**src/rtl/gpio_pkg.sv**
```systemverilog
`default_nettype none
// ============================================================================
//  Module      : gpio_pkg
//  Description : Shared constants and helpers for the GPIO input
//                conditioning stage (register map, reset values, defaults).
//  Revision    : 1.0 - initial release
// ============================================================================
package gpio_pkg;

    // Default widths of the threshold/pin counter and of the prescaler
    localparam int GPIO_DB_CNT_W_DEF   = 4;
    localparam int GPIO_DB_PRESC_W_DEF = 16;

    // Register word indices, decoded from byte address bits [3:2]
    localparam logic [1:0] GPIO_DB_PRESC  = 2'd0;
    localparam logic [1:0] GPIO_DB_THRESH = 2'd1;
    localparam logic [1:0] GPIO_DB_FEN    = 2'd2;
    localparam logic [1:0] GPIO_DB_RAW    = 2'd3;

    // Reset values of the software-visible registers
    localparam logic [31:0] GPIO_DB_PRESC_RST  = 32'd0;
    localparam logic [31:0] GPIO_DB_THRESH_RST = 32'd3;
    localparam logic [31:0] GPIO_DB_FEN_RST    = 32'd0;

    // Merge a write word into an existing value, one byte lane at a time
    function automatic logic [31:0] gpio_db_merge(
        input logic [31:0] old_v,
        input logic [31:0] new_v,
        input logic [3:0]  sel
    );
        logic [31:0] res;
        res = old_v;
        for (int b = 0; b < 4; b++) begin
            if (sel[b]) begin
                res[8*b +: 8] = new_v[8*b +: 8];
            end
        end
        return res;
    endfunction

endpackage : gpio_pkg
`default_nettype wire

```
**src/rtl/gpio_debounce_cell.sv**
```systemverilog
`default_nettype none
// ============================================================================
//  Module      : gpio_debounce_cell
//  Description : Single-pin debounce filter. Accepts a new synchronised value
//                only after thr consecutive ticks of disagreement, or passes
//                the input straight through when filtering is disabled.
//  Revision    : 1.0 - initial release
// ============================================================================
module gpio_debounce_cell
    import gpio_pkg::*;
#(
    parameter int CNT_W = GPIO_DB_CNT_W_DEF
) (
    input  logic             clk,
    input  logic             rst,
    input  logic             sync,
    input  logic             tick,
    input  logic             fen,
    input  logic [CNT_W-1:0] thr,
    output logic             out_q
);

    logic             r_out_q;
    logic [CNT_W-1:0] r_cnt;

    // Filter state: agreement clears the count, disagreement counts ticks
    // and the >= compare keeps a lowered threshold from overrunning
    always_ff @(posedge clk or posedge rst) begin
        if (rst) begin
            r_out_q <= 1'b0;
            r_cnt   <= '0;
        end else if (!fen) begin
            r_out_q <= sync;
            r_cnt   <= '0;
        end else if (sync == r_out_q) begin
            r_cnt   <= '0;
        end else if (tick) begin
            if (r_cnt >= (thr - CNT_W'(1))) begin
                r_out_q <= sync;
                r_cnt   <= '0;
            end else begin
                r_cnt   <= r_cnt + CNT_W'(1);
            end
        end
    end

    assign out_q = r_out_q;

endmodule : gpio_debounce_cell
`default_nettype wire

```
**src/rtl/gpio_debounce.sv**
```systemverilog
`default_nettype none
// ============================================================================
//  Module      : gpio_debounce
//  Description : Pad input conditioning in front of the GPIO controller:
//                two-flop synchroniser, shared tick prescaler and per-pin
//                debounce filters, configured over a Wishbone slave port.
//  Revision    : 1.0 - initial release
// ============================================================================
module gpio_debounce
    import gpio_pkg::*;
#(
    parameter int NO_OF_GPIO_PINS = 32,
    parameter int CNT_W           = GPIO_DB_CNT_W_DEF,
    parameter int PRESC_W         = GPIO_DB_PRESC_W_DEF
) (
    input  logic                       wb_clk_i,
    input  logic                       wb_rst_i,
    input  logic                       wb_cyc_i,
    input  logic                       wb_stb_i,
    input  logic                       wb_we_i,
    input  logic [3:0]                 wb_adr_i,
    input  logic [31:0]                wb_dat_i,
    input  logic [3:0]                 wb_sel_i,
    output logic [31:0]                wb_dat_o,
    output logic                       wb_ack_o,
    output logic                       wb_err_o,
    input  logic [NO_OF_GPIO_PINS-1:0] pad_i,
    output logic [NO_OF_GPIO_PINS-1:0] gpio_o,
    output logic [NO_OF_GPIO_PINS-1:0] chg_o
);

    logic                       r_ack;
    logic [PRESC_W-1:0]         r_presc;
    logic [PRESC_W-1:0]         r_presc_cnt;
    logic [CNT_W-1:0]           r_thresh;
    logic [NO_OF_GPIO_PINS-1:0] r_fen;
    logic [NO_OF_GPIO_PINS-1:0] r_sync0;
    logic [NO_OF_GPIO_PINS-1:0] r_sync1;
    logic [NO_OF_GPIO_PINS-1:0] r_out_q_d;
    logic [NO_OF_GPIO_PINS-1:0] w_out_q;

    logic                       w_acc;
    logic                       w_wr;
    logic [1:0]                 w_reg_sel;
    logic                       w_wr_presc;
    logic                       w_wr_thresh;
    logic                       w_wr_fen;
    logic [PRESC_W-1:0]         w_presc_new;
    logic [CNT_W-1:0]           w_thresh_new;
    logic [NO_OF_GPIO_PINS-1:0] w_fen_new;
    logic [CNT_W-1:0]           w_thr;
    logic                       w_tick;
    logic                       w_unused;

    // Byte-offset bits below the word index carry no information
    assign w_unused = ^wb_adr_i[1:0];

    // A new access is accepted only while no ack is outstanding, so held
    // strobes alternate and every access is acked exactly once
    assign w_acc       = wb_cyc_i & wb_stb_i & ~r_ack;
    assign w_wr        = w_acc & wb_we_i;
    assign w_reg_sel   = wb_adr_i[3:2];
    assign w_wr_presc  = w_wr && (w_reg_sel == GPIO_DB_PRESC);
    assign w_wr_thresh = w_wr && (w_reg_sel == GPIO_DB_THRESH);
    assign w_wr_fen    = w_wr && (w_reg_sel == GPIO_DB_FEN);

    assign w_presc_new  = PRESC_W'(gpio_db_merge(32'(r_presc), wb_dat_i, wb_sel_i));
    assign w_thresh_new = CNT_W'(gpio_db_merge(32'(r_thresh), wb_dat_i, wb_sel_i));
    assign w_fen_new    = NO_OF_GPIO_PINS'(gpio_db_merge(32'(r_fen), wb_dat_i, wb_sel_i));

    // A zero threshold behaves as one tick
    assign w_thr  = (r_thresh == '0) ? CNT_W'(1) : r_thresh;
    assign w_tick = (r_presc_cnt == '0);

    // Wishbone acknowledge, one cycle after the strobe
    always_ff @(posedge wb_clk_i or posedge wb_rst_i) begin
        if (wb_rst_i) begin
            r_ack <= 1'b0;
        end else begin
            r_ack <= w_acc;
        end
    end

    // Configuration registers, written on the edge that raises the ack
    always_ff @(posedge wb_clk_i or posedge wb_rst_i) begin
        if (wb_rst_i) begin
            r_presc  <= PRESC_W'(GPIO_DB_PRESC_RST);
            r_thresh <= CNT_W'(GPIO_DB_THRESH_RST);
            r_fen    <= NO_OF_GPIO_PINS'(GPIO_DB_FEN_RST);
        end else begin
            if (w_wr_presc) begin
                r_presc <= w_presc_new;
            end
            if (w_wr_thresh) begin
                r_thresh <= w_thresh_new;
            end
            if (w_wr_fen) begin
                r_fen <= w_fen_new;
            end
        end
    end

    // Two-flop synchroniser for the asynchronous pads
    always_ff @(posedge wb_clk_i or posedge wb_rst_i) begin
        if (wb_rst_i) begin
            r_sync0 <= '0;
            r_sync1 <= '0;
        end else begin
            r_sync0 <= pad_i;
            r_sync1 <= r_sync0;
        end
    end

    // Tick prescaler: down-counter, restarted immediately by a PRESC write
    always_ff @(posedge wb_clk_i or posedge wb_rst_i) begin
        if (wb_rst_i) begin
            r_presc_cnt <= '0;
        end else if (w_wr_presc) begin
            r_presc_cnt <= w_presc_new;
        end else if (w_tick) begin
            r_presc_cnt <= r_presc;
        end else begin
            r_presc_cnt <= r_presc_cnt - PRESC_W'(1);
        end
    end

    // Delayed copy of the filtered outputs for change detection
    always_ff @(posedge wb_clk_i or posedge wb_rst_i) begin
        if (wb_rst_i) begin
            r_out_q_d <= '0;
        end else begin
            r_out_q_d <= w_out_q;
        end
    end

    // Combinational register readback; unused bits read as zero
    always_comb begin
        wb_dat_o = 32'd0;
        case (w_reg_sel)
            GPIO_DB_PRESC:  wb_dat_o = 32'(r_presc);
            GPIO_DB_THRESH: wb_dat_o = 32'(r_thresh);
            GPIO_DB_FEN:    wb_dat_o = 32'(r_fen);
            GPIO_DB_RAW:    wb_dat_o = 32'(r_sync1);
            default:        wb_dat_o = 32'd0;
        endcase
    end

    for (genvar gi = 0; gi < NO_OF_GPIO_PINS; gi++) begin : g_pin
        gpio_debounce_cell #(
            .CNT_W (CNT_W)
        ) u_cell (
            .clk   (wb_clk_i),
            .rst   (wb_rst_i),
            .sync  (r_sync1[gi]),
            .tick  (w_tick),
            .fen   (r_fen[gi]),
            .thr   (w_thr),
            .out_q (w_out_q[gi])
        );
    end

    assign wb_ack_o = r_ack;
    assign wb_err_o = 1'b0;
    assign gpio_o   = w_out_q;
    assign chg_o    = w_out_q ^ r_out_q_d;

endmodule : gpio_debounce
`default_nettype wire
```
**config.mk**
```make
export PLATFORM = sky130hd
export DESIGN_NAME = gpio_debounce
export DESIGN_NICKNAME = d
export VERILOG_FILES = /design/src/rtl/gpio_pkg.sv /design/src/rtl/gpio_debounce_cell.sv /design/src/rtl/gpio_debounce.sv
export SDC_FILE = /design/constraint.sdc
export NUM_CORES = 1
export LEC_CHECK = 0
export ABC_AREA = 1
export CELL_PAD_IN_SITES_DETAIL_PLACEMENT = 2
export CELL_PAD_IN_SITES_GLOBAL_PLACEMENT = 2
export CORE_MARGIN = 1
export CORE_UTILIZATION = 35
export DETAILED_ROUTE_END_ITERATION = 10
export HOLD_SLACK_MARGIN = 0.08
export PLACE_DENSITY = 0.91
export SYNTH_ARGS = -nofsm -noshare
export SYNTH_HDL_FRONTEND = slang
export SYNTH_SLANG_ARGS = --single-unit
```
**constraint.sdc**
```tcl
create_clock -name wb_clk_i -period 13.8 [get_ports wb_clk_i]
set_input_delay 3.45 -clock wb_clk_i [delete_from_list [all_inputs] [get_ports wb_clk_i]]
set_output_delay 3.45 -clock wb_clk_i [all_outputs]
set_load 0.01 [all_outputs]
```
After elaboration in Yosys (flattened, before gate mapping) --
Cells that the tools add are included.
Word-level totals: bits in registers 325, latch bits 0, bits in writable memories 0, memory bits (read-only) 0, input bits 77, output and inout port bits 98, logic and storage cells 614, memories 0
Cells by class: add/subtract/negate cells 34, $mul 0, divide/modulo/power cells 0, order comparisons 32, equal/unequal tests 163, shifts and indexed selects 0, muxes and demuxes 262, bitwise operators 5, reductions and logical operators 43
Operators with widths (number):
- 2-to-1 mux 4 bit | 129
- adder 4 x 1 -> 4 bit, second input constant | 32
- greater-or-equal comparator 4 bit | 32
- 2-to-1 mux 1 bit | 128
- inequality test 2 x 1 -> 1 bit, second input constant | 64
- one-hot mux 32 bit (4 select lines) | 1
- inequality test 3 x 1 -> 1 bit, second input constant | 32
- AND reduction 3 bit | 32
- inequality test 2 bit, second input constant | 32
- == test 1 bit | 32
- 2-to-1 mux 16 bit | 2
- XOR 32 bit | 1
- zero test 16 bit | 1
- 2-to-1 mux 8 bit | 2
- subtractor 16 x 1 -> 16 bit, second input constant | 1
- AND reduction 2 bit | 5
- == test 2 bit, second input constant | 2
- zero test 4 bit | 1
- subtractor 4 x 1 -> 4 bit, second input constant | 1
- bitwise AND 1 bit | 3
- logical AND 1 bit | 3
- == test 2 x 1 -> 1 bit, second input constant | 1
- zero test 2 bit | 1
- NOT 1 bit | 1

Depth between registers and ports, before layout --
depth after elaboration 8, depth in mapped cells 14, mapped depth without buffers 14

Cells and area by module --
From an unflattened synthesis, not the netlist that was laid out.
Unflattened totals: cells, all modules 2635, area, all modules 21022.7 µm²
Modules (own cells, without submodules):
- gpio_debounce_cell | times used 32, cells an instance 61, area each 449.2 µm², seq. area each 125.1 µm²
- gpio_debounce | times used 1, cells an instance 683, area each 6648.9 µm², seq. area each 4131.5 µm²

Worst setup path before layout --
OpenSTA, ideal clock, no wires.
kind input to output, start input port wb_adr_i[3], end output port wb_dat_o[16], data arrival time 4.213 ns, required time 10.350 ns, path slack 6.137 ns, stages 6, path buffers 2, cells stage by stage inv_2 -> nor2_4 -> inv_2 -> clkbuf_1 -> buf_2 -> o22ai_1
Between the ends: word-level cells in the longest chain between the ends 2, elaborated cells between the ends (all ways) 5, those cells by class 3 x eq/ne; 1 x mux; 1 x reduce/logical
Ends and longest elaborated chain:
- from (decl) | RTL line gpio_debounce.sv:21 | input logic [3:0] wb_adr_i,
- == test 2 bit, or another cell as far along | RTL line gpio_debounce.sv:139 | case (w_reg_sel)
- one-hot mux 32 bit (4 select lines) * | RTL line gpio_debounce.sv:139
- to (decl) | RTL line gpio_debounce.sv:24 | output logic [31:0] wb_dat_o,
Every way passes the cells marked *; elsewhere a longest branch is shown, timed or not.

Worst setup path in the final report --
start input port wb_adr_i[2], end output port wb_dat_o[2]
The elaborated chain is that of the path after synthesis.

==> flow_metrics.env <==
export IMPL_status="completed"
export IMPL_clock_sinks=325
export IMPL_hold_viol=0
export IMPL_nets=2630
export IMPL_hold_path_depth=0
export IMPL_synth_adder_area_share_pct=8.76
export IMPL_insertedDiodeCount=0
export IMPL_postCtsSetupBuffers=0
export IMPL_routed_via_count=16400
export IMPL_slew_viol_final=0
export IMPL_cts_root_buffer="clkbuf_16"
export IMPL_drt_iter0_drc=660
export IMPL_die_height_um=233
export IMPL_synth_edff_count=0
export IMPL_area_delta_synth_final_pct=19.2
export IMPL_dpl_hpwl_mm=45.9
export IMPL_clkLatencyLatePin_ns=0.58
export IMPL_hold_path_class="register to register"
export IMPL_critPathMostFrequentCell="clkdlybuf4s50_1"
export IMPL_rr_endpoint="g_pin[11].u_cell.r_cnt[1]"
export IMPL_grt_overflow_total=0
export IMPL_drv_cap=0
export IMPL_grt_pass1_vias=19100
export IMPL_hold_buffers=0
export IMPL_yosys_area_share_simple_pct=20.2
export IMPL_post_cts_resized=0
export IMPL_cts_clk_slew_worst_paths_ns=0.06
export IMPL_drc=0
export IMPL_synth_seq_cells=325
export IMPL_ff2ff_path_depth=11
export IMPL_synth_compound_area_share_pct=10.9
export IMPL_worstPathArrival_ns=6.01
export IMPL_worst_path_buf_inv=4
export IMPL_core_mm2=0.0527
export IMPL_grt_pass1_wl_mm=107
export IMPL_hold_start="r_sync0[6]"
export IMPL_synth_area_mm2=0.0187
export IMPL_wirelength_mm=67.3
export IMPL_crit_type="input pin to primary output"
export IMPL_ys_flop_type="dfrtp_1"
export IMPL_seq_area_mm2=0.00814
export IMPL_synth_avg_cell_area_um2=8.25
export IMPL_worstMarginPinSlew_ns=1.06
export IMPL_synthArstFlopShare_pct=100
export IMPL_final_setup_tns_ns=0
export IMPL_final_antenna_net_count=0
export IMPL_cts_made_buffers=41
export IMPL_min_period_ns=9.46
export IMPL_synth_mux_area_share_pct=0.722
export IMPL_critPathSlowestCell="clkdlybuf4s50_1"
export IMPL_p_leak_nw=10.8
export IMPL_grt_max_degree=140
export IMPL_drt_wirelength_per_cell_um=21.4
export IMPL_slew_headroom_pct=29.1
export IMPL_startpoint_type="input pin"
export IMPL_clockBufferDepth=3
export IMPL_rsz0062_at_grt="false"
export IMPL_setup_viol=0
export IMPL_dieArea_mm2=0.0544
export IMPL_crit_path_cell_trace="clkdlybuf4s50_1 -> nand2_1 -> buf_4 -> inv_1 -> a221oi_1 -> o21ai_0 -> clkdlybuf4s50_1"
export IMPL_tritoncts="built"
export IMPL_fin_skew_ns=0.0250
export IMPL_vdd_drop_max_v=0.0000851
export IMPL_start_util_pct=35.5
export IMPL_place_congestion=0.818
export IMPL_vias_per_cell=5.22
export IMPL_rrSetupSlack_ns=10.68
export IMPL_layout_commonest_cell="nand2_1"
export IMPL_reg2reg_from="r_thresh[2]"
export IMPL_multi_input_area_mm2=0.00874
export IMPL_post_route_util_pct=42.3
export IMPL_n_fill_cell=5724
export IMPL_h_tree_depth=2
export IMPL_rows=84
export IMPL_syn_inst=2267
export IMPL_track_usage_pct=25.3
export IMPL_drtPass1Iterations=4
export IMPL_ys_warn_count=0
export IMPL_die_x_um=233
export IMPL_pre_cts_slack_ns=4.41
export IMPL_drive_above_1_share_pct=6.04
export IMPL_synth_top_family_by_area="simple AND/OR/NAND/NOR gates"
export IMPL_yosysSeqAreaShare_pct=43.5
export IMPL_final_cell_mix="nand2_1 (568), inv_1 (362), dfrtp_1 (323), clkdlybuf4s50_1 (171), nor2_1 (144)"
export IMPL_ios=175
export IMPL_worstSetupEndpointType="primary output"
export IMPL_required_ns=10.35
export IMPL_synth_fp_nets=2475
export IMPL_power_density_mw_per_mm2=177
export IMPL_cp_top_family="buffers and inverters"
export IMPL_synth_xor_area_share_pct=5.95
export IMPL_critPathMaxFanout=26
export IMPL_antenna_found_initial=1
export IMPL_cpPeakStageDelay_ns=0.53
export IMPL_worstHoldEndpoint="r_sync1[6]"
export IMPL_fin_crit_sh_pct=68.6
export IMPL_setup_slack_ns=4.34
export IMPL_fmaxAchievable_mhz=106
export IMPL_synth_cell_types=40
export IMPL_port_buffers=171
routing by layer:
layer,GRT usage (%),share of wire (%),vias to the layer above,wire length (um)
met1,29.1,41,8374,27300
met2,46.8,52,353,35200
met4,9.35,3.5,0,2360
met5,0,0,-,0
met3,4.11,3.6,155,2430
li1,-,-,7500,-
where the power goes:
group	internal [mW]	total (mW)	switching, mW
logic	0.593	1.51	0.913
clock network	0.677	1.13	0.456
registers	1.11	1.32	0.201
total	2.38	3.96	1.57
registers in the layout (all words and copies together), names as in the netlist:
signal and flops:
g_pin.u_cell.r_cnt 128, g_pin.u_cell.out_q 32, r_fen 32, r_out_q_d 32
r_sync0 32, r_sync1 32, r_presc 16, r_presc_cnt 16
r_thresh 4, wb_ack_o 1
worst register-to-register path: cells and delay by family (launching register included):
kind	cells	cell delay [ns]
xor+xnor	1	0.38
buf+inv	2	0.74
flops	1	0.50
simple gates	4	0.40
compound gates	2	0.40
fa+ha+maj	2	0.60
stage by stage:
| step | hold slack [ns] | power (mW) | cells | instance area, um^2 |
|---|---|---|---|---|
| floorplan | 0.331 | 2.16 | 2267 | 18700 |
| global placement | 0.335 | 2.65 | 3067 | 20900 |
| detailed placement | 0.336 | 2.81 | 3067 | 20900 |
| CTS | 0.351 | 4.00 | 3140 | 22300 |
| global route | 0.352 | 4.20 | 3140 | 22300 |
| finish | 0.347 | 3.96 | 3140 | 22300 |
synthesized netlist by cell type, types with 3 or more instances:
| cell | n | area [um^2] |
|---|---|---|
| buf_6 | 11 | 124 |
| a21oi_1 | 95 | 475 |
| clkbuf_1 | 12 | 45.0 |
| o22ai_1 | 21 | 131 |
| a21oi_2 | 22 | 193 |
| nor2_4 | 4 | 45.0 |
| buf_4 | 33 | 248 |
| nor3_1 | 4 | 20.0 |
| o21ai_0 | 101 | 505 |
| nand3_2 | 20 | 200 |
| nor2_1 | 145 | 544 |
| nand2_1 | 569 | 2140 |
| nor2_2 | 4 | 25.0 |
| ha_1 | 131 | 1640 |
| inv_1 | 363 | 1360 |
| nand3_1 | 112 | 561 |
| xor2_1 | 100 | 876 |
| dfrtp_1 | 323 | 8080 |
| o21ai_1 | 5 | 25.0 |
| mux2_2 | 10 | 113 |
| nand2_2 | 3 | 18.8 |
| o21bai_1 | 71 | 533 |
| buf_2 | 15 | 75.1 |
| o211ai_1 | 3 | 22.5 |
| o221ai_1 | 12 | 105 |
| nand4_1 | 33 | 206 |
| xnor2_1 | 27 | 236 |
| inv_2 | 3 | 11.3 |
cells by family after synthesis:
| kind of cell | after synthesis |
|---|---|
| buf+inv | 438 |
| xor+xnor | 127 |
| fa+ha+maj | 131 |
| compound gates | 336 |
| other cells | 1 |
| flops | 325 |
| mux | 12 |
| simple gates | 897 |
worst max path at each step:
stage | cells after the start | from | slack [ns] | to
2_1_floorplan | 1 | wb_rst_i | 1.36 | g_pin[0].u_cell.out_q
3_3_place_gp | 7 | wb_adr_i[2] | 4.46 | wb_dat_o[2]
3_5_place_dp | 7 | wb_adr_i[2] | 4.41 | wb_dat_o[2]
4_1_cts | 7 | wb_adr_i[2] | 4.34 | wb_dat_o[2]
5_1_grt | 7 | wb_adr_i[2] | 4.27 | wb_dat_o[2]
6_report | 7 | wb_adr_i[2] | 4.34 | wb_dat_o[2]
cell type report:
cell class                 instances  area share (%)
multi-input combinational       1504            39.2
sequential                       325            36.5
timing repair buffer             183            8.08
inverter                         367            6.21
clock buffer                      59            5.37
tap                              688            3.86
clock inverter                    14           0.808
Note: power is estimated with default switching activity, not from simulation.
